[src/rtl/vga_sync.sv]
// vga_sync: 640x480@60 Hz VGA timing generator.
// Derives a 25 MHz pixel enable from the 50 MHz clock, runs the horizontal and
// vertical scan counters, and drives registered hsync/vsync plus the
// video_on / pix_x / pix_y handshake to the graphics stage.
// Optional feature: define VGA_SYNC_FRAME_TICK_EN to add the f_tick output
// (one clk pulse in the last pixel slot of every frame).
module vga_sync #(
  parameter int unsigned HD       = 640,
  parameter int unsigned HF       = 16,
  parameter int unsigned HB       = 48,
  parameter int unsigned HR       = 96,
  parameter int unsigned VD       = 480,
  parameter int unsigned VF       = 10,
  parameter int unsigned VB       = 33,
  parameter int unsigned VR       = 2,
  parameter bit          SYNC_POL = 1'b0
) (
  input  logic       clk,
  input  logic       reset,
  output logic       hsync,
  output logic       vsync,
  output logic       video_on,
  output logic       p_tick,
  output logic [9:0] pix_x,
  output logic [9:0] pix_y
`ifdef VGA_SYNC_FRAME_TICK_EN
  ,
  output logic       f_tick
`endif
);

  localparam int unsigned CW      = 10;
  localparam int unsigned H_TOTAL = HD + HF + HB + HR;
  localparam int unsigned V_TOTAL = VD + VF + VB + VR;

  // Counters are CW bits wide, so totals beyond 2**CW cannot be represented.
  if (H_TOTAL > 1024) begin : g_h_total_chk
    $error("vga_sync: H_TOTAL exceeds 1024");
  end
  if (V_TOTAL > 1024) begin : g_v_total_chk
    $error("vga_sync: V_TOTAL exceeds 1024");
  end

  localparam logic [CW-1:0] H_MAX    = CW'(H_TOTAL - 1);
  localparam logic [CW-1:0] V_MAX    = CW'(V_TOTAL - 1);
  localparam logic [CW-1:0] H_DISP   = CW'(HD);
  localparam logic [CW-1:0] V_DISP   = CW'(VD);
  localparam logic [CW-1:0] H_SYNC_S = CW'(HD + HF);
  localparam logic [CW-1:0] H_SYNC_E = CW'(HD + HF + HR - 1);
  localparam logic [CW-1:0] V_SYNC_S = CW'(VD + VF);
  localparam logic [CW-1:0] V_SYNC_E = CW'(VD + VF + VR - 1);

  localparam logic SYNC_ACT   = SYNC_POL;
  localparam logic SYNC_INACT = ~SYNC_POL;

  logic          tick_q,  tick_d;
  logic [CW-1:0] h_q,     h_d;
  logic [CW-1:0] v_q,     v_d;
  logic          hsync_q, hsync_d;
  logic          vsync_q, vsync_d;
  logic          h_end;
  logic          v_end;

  // State register: pixel-enable phase, scan counters and sync flops.
  always_ff @(posedge clk) begin
    if (reset) begin
      tick_q  <= 1'b0;
      h_q     <= '0;
      v_q     <= '0;
      hsync_q <= SYNC_INACT;
      vsync_q <= SYNC_INACT;
    end else begin
      tick_q  <= tick_d;
      h_q     <= h_d;
      v_q     <= v_d;
      hsync_q <= hsync_d;
      vsync_q <= vsync_d;
    end
  end

  // Next state: toggle the pixel enable, step counters on pixel slots, and
  // decode sync from the next counter values so it lines up with pix_x/pix_y.
  always_comb begin
    tick_d  = ~tick_q;
    h_d     = h_q;
    v_d     = v_q;
    h_end   = (h_q == H_MAX);
    v_end   = (v_q == V_MAX);

    if (tick_q) begin
      if (h_end) begin
        h_d = '0;
        if (v_end) begin
          v_d = '0;
        end else begin
          v_d = v_q + CW'(1);
        end
      end else begin
        h_d = h_q + CW'(1);
      end
    end

    hsync_d = ((h_d >= H_SYNC_S) && (h_d <= H_SYNC_E)) ? SYNC_ACT : SYNC_INACT;
    vsync_d = ((v_d >= V_SYNC_S) && (v_d <= V_SYNC_E)) ? SYNC_ACT : SYNC_INACT;
  end

  // Outputs to the graphics stage, taken straight from the registered counters.
  always_comb begin
    p_tick   = tick_q;
    pix_x    = h_q;
    pix_y    = v_q;
    video_on = (h_q < H_DISP) && (v_q < V_DISP);
`ifdef VGA_SYNC_FRAME_TICK_EN
    f_tick   = tick_q && (h_q == H_MAX) && (v_q == V_MAX);
`endif
  end

  assign hsync = hsync_q;
  assign vsync = vsync_q;

endmodule
[config.mk]
export PLATFORM = sky130hd
export DESIGN_NAME = vga_sync
export DESIGN_NICKNAME = d
export VERILOG_FILES = /design/src/rtl/vga_sync.sv
export SDC_FILE = /design/constraint.sdc
export NUM_CORES = 1
export LEC_CHECK = 0
export CORE_ASPECT_RATIO = 1.5
export CORE_MARGIN = 2
export CORE_UTILIZATION = 50
export DETAILED_ROUTE_END_ITERATION = 6
export GPL_TIMING_DRIVEN = 0
export PLACE_DENSITY_LB_ADDON = 0.15
export SLEW_MARGIN = 40
export SYNTH_ARGS = -nofsm -noshare
export SYNTH_HDL_FRONTEND = slang
export SYNTH_SLANG_ARGS = --single-unit
export TNS_END_PERCENT = 1
[constraint.sdc]
create_clock -name clk -period 4 [get_ports clk]
set_clock_uncertainty 0.2 [all_clocks]
set_input_delay 0.8 -clock clk [delete_from_list [all_inputs] [get_ports clk]]
set_output_delay 0.8 -clock clk [all_outputs]
set_load 0.02 [all_outputs]
==> metrics.log <==
[metrics] outcome: completed
[metrics] nets in the synthesized netlist: between 150 and 200
[metrics] final critical-path required period: between 2 and 3 ns
[metrics] Routability Congestion: between 0.8 and 0.9
[metrics] CTS tree: done
[metrics] core region area: between 2000 and 2500 um^2
[metrics] number of buffers created by CTS: 3
[metrics] Initial Utilization: approximately 52%
[metrics] Worst Max-Slew Pin Slew: ~0.64 ns
[metrics] number of enable-type register cells in the synthesized netlist: 0
[metrics] average wire length per cell after detail routing: between 10 and 15 um
[metrics] Critical path origin: pix_x[8]
[metrics] initial antenna violation count: 0
[metrics] DIE AREA: between 2000 and 3000 um^2
[metrics] pin count of the biggest net entering global routing: 14
[metrics] Clock Pin Slew Worst Setup and Hold Paths: around 0.13 ns
[metrics] maximum fanout encountered on the critical timing path: 8
[metrics] top cells by instance count after synthesis: 23 x sky130_fd_sc_hd__dfxtp_1, 15 x sky130_fd_sc_hd__nor2_1, 12 x sky130_fd_sc_hd__nand2_1, 11 x sky130_fd_sc_hd__nor3_1
[metrics] Critical R2R Capture: pix_y[0]
[metrics] Min Hold Slack: around 0.33 ns
[metrics] Worst Path Required: 3.00 ns
[metrics] unrepaired setup endpoints after global routing: no
[metrics] most frequent cell after synthesis: sky130_fd_sc_hd__dfxtp_1
[metrics] die extent in y: around 65 um
[metrics] CTS root buffer: sky130_fd_sc_hd__clkbuf_4
[metrics] total negative slack: 0 ns
[metrics] # IOs: 26
[metrics] # DRC: 0
[metrics] setup slack, reg-to-reg: between 1 and 1.5 ns
[metrics] number of distinct library cells after synthesis: 35
[metrics] cts-stage hold buffer count: 0
[metrics] CTS-repair resized insts: 0
[metrics] final core utilization: 64.6%
[metrics] endpoint type of the worst setup path: primary output
[metrics] fin crit share: 72.5%
[metrics] 1st-iter DRT viols: 43
[metrics] cell area after synthesis: ~1200 um^2
[metrics] vias in the first global route: approximately 1200
[metrics] share of synthesized area occupied by flip-flops and latches: a little under two fifths
[metrics] antenna diode count: 0
[metrics] Total Wirelength: 2850 um
[metrics] Tightest Hold Check Type: flop to flop
[metrics] clock insertion delay at the later pin of the skew report: 0.31 ns
[metrics] Max clock buf depth: 2
[metrics] count of non-filler cells in the finished layout: 203
[metrics] number of violations of the max-capacitance limit: 0
[metrics] DP Wirelength: roughly 2200 um
[metrics] number of max-slew violations in the final report: 0
[metrics] startpoint type of the worst setup path: flop
[metrics] post-layout total power: 0.364 mW
[metrics] Warnings, synthesis: 0
[metrics] vias per cell: between 5 and 6
[metrics] number of iterations in the first detailed-routing pass: 4
[metrics] post-route ant nets: 0
[metrics] data arrival time of the critical path: between 1.5 and 2 ns
[metrics] count of port buffers added during placement: 24
[metrics] class of the most critical setup path: flop to primary output
[metrics] wire length of the first global-routing pass: a little under 5000 um
[metrics] worst supply voltage drop on vdd: approximately 0.00022 V
[metrics] worst setup slack after layout: approximately 1.1 ns
[metrics] PwrDens: about 240 nW/um^2
[metrics] f_max: between 300 and 400 MHz
[metrics] overall via count from detail_route: 1212
[metrics] Synth area leaders: sky130_fd_sc_hd__dfxtp_1 37%, sky130_fd_sc_hd__xnor2_1 7.1%, sky130_fd_sc_hd__nand4_1 5.0%
[metrics] fraction of synthesis flops using an asynchronous set or reset pin: 0%
[metrics] placed insts: between 150 and 200
[metrics] Hold Fails Final Rpt: 0
[metrics] main flop type after synthesis: sky130_fd_sc_hd__dfxtp_1
[metrics] fraction of final layout cells with drive strength greater than 1: 7.26%
[metrics] Synth Instances: approximately 150
[metrics] final global-route overflow total: 0
[metrics] fillers: 212
[metrics] clock sinks: 23
[metrics] Critical R2R Launch: pix_x[0]
[metrics] reg2reg path depth: 6
[metrics] row count: 22
[metrics] die width: 44.7 um
[metrics] GRT Overall Usage: approximately 22%
[metrics] Post-Place Setup Slack: around 1.4 ns
[metrics] Setup Fix Bufs, Post-CTS: 0
[metrics] worst rel slew slack: 56.8%
[metrics] final count of negative-setup-slack endpoints: 0
[metrics] final net count: roughly 190
[metrics] post-route cell area: approximately 1500 um^2
[metrics] number of synthesized register bits: 23
[metrics] static leakage: slightly below 0.5 nW
[metrics] capturing instance or port of the critical path: video_on
[metrics] average cell area after synthesis: around 8.2 um^2
[metrics] placed standard-cell area: around 1500 um^2
[metrics] biggest area consumer among synthesized cells: sky130_fd_sc_hd__dfxtp_1
[metrics] layout overhead on the synthesized area: 24.7%
[metrics] area fraction of the dominant cell type after synthesis: between 30 and 40%
[metrics] number of levels the H-tree was split into: 1
[cell families after synthesis]
| kind of cell | count (synthesis) | share of synthesized area, % |
|---|---|---|
| xor+xnor | 14 | 9.89 |
| simple gates | 75 | 34.0 |
| fa+ha+maj | 3 | 3.03 |
| buf+inv | 12 | 4.44 |
| flops | 23 | 37.1 |
| compound gates | 24 | 11.5 |
[report_power, final]
part | internal, mW | switching [mW]
logic | 0.00844 | 0.0115
clock network | 0.0374 | 0.0730
registers | 0.232 | 0.00254
[flip-flops by register name, indices dropped and copies added (netlist names)]
name,count
vsync,1
p_tick,1
pix_x,10
hsync,1
pix_y,10
[worst max-delay path, stage by stage, from the launching register on]
cell and delay [ns]:
sky130_fd_sc_hd__dfxtp_1 0.33, sky130_fd_sc_hd__clkbuf_1 0.19, sky130_fd_sc_hd__o21ai_0 0.26, sky130_fd_sc_hd__o21ai_0 0.12, sky130_fd_sc_hd__nor2_1 0.09, sky130_fd_sc_hd__clkdlybuf4s50_1 0.60
[cell type report]
cell class / count / area, um^2 / area share, %
multi-input cells: 116 / 733 / 47.4
flip-flops and latches: 23 / 460 / 29.8
repair buffers: 24 / 240 / 15.5
plain buffers: 7 / 36.3 / 2.35
well taps: 24 / 30.0 / 1.94
clock buffers: 3 / 22.5 / 1.46
inverters: 5 / 18.8 / 1.21
clock inverters: 1 / 5.00 / 0.324
[worst min-delay path by stage]
stage                     startpoint  endpoint  slack (ns)  cells past startpoint
after CTS                   pix_x[1]  pix_x[1]        0.33                      2
after floorplan             pix_x[1]  pix_x[1]        0.37                      2
after global routing        pix_x[1]  pix_x[1]        0.36                      2
after global placement      pix_x[1]  pix_x[1]        0.29                      2
final                       pix_x[1]  pix_x[1]        0.33                      2
after detailed placement    pix_x[1]  pix_x[1]        0.31                      2
[placed cells by master (no fill, tap or decap), types with 2 or more instances in the layout]
cell type                         count
sky130_fd_sc_hd__clkdlybuf4s50_1     24
sky130_fd_sc_hd__dfxtp_1             23
sky130_fd_sc_hd__nor2_1              15
sky130_fd_sc_hd__nand2_1             12
sky130_fd_sc_hd__nor3_1              11
sky130_fd_sc_hd__nand4_1             10
sky130_fd_sc_hd__xnor2_1             10
sky130_fd_sc_hd__o21ai_0              8
sky130_fd_sc_hd__nand3_1              8
sky130_fd_sc_hd__a21oi_1              8
sky130_fd_sc_hd__inv_1                5
sky130_fd_sc_hd__clkbuf_1             4
sky130_fd_sc_hd__xor2_1               4
sky130_fd_sc_hd__or3_1                3
sky130_fd_sc_hd__nor4_1               3
sky130_fd_sc_hd__ha_1                 3
sky130_fd_sc_hd__clkbuf_4             3
sky130_fd_sc_hd__buf_2                2
sky130_fd_sc_hd__and3_1               2
sky130_fd_sc_hd__o21bai_1             2
sky130_fd_sc_hd__nor4_4               2
sky130_fd_sc_hd__nand4b_1             2
[routing by layer]
metal / vias to the layer above / global-route usage (%) / share of wire (%) / routed length (um)
li1: 604 / - / - / -
met1: 559 / 26.6 / 42 / 1210
met2: 42 / 38.2 / 52 / 1480
met3: 7 / 1.95 / 4.0 / 115
met4: 0 / 7.58 / 1.5 / 44
met5: - / 0 / 0 / 0
Note: power is estimated with default switching activity, not from simulation.
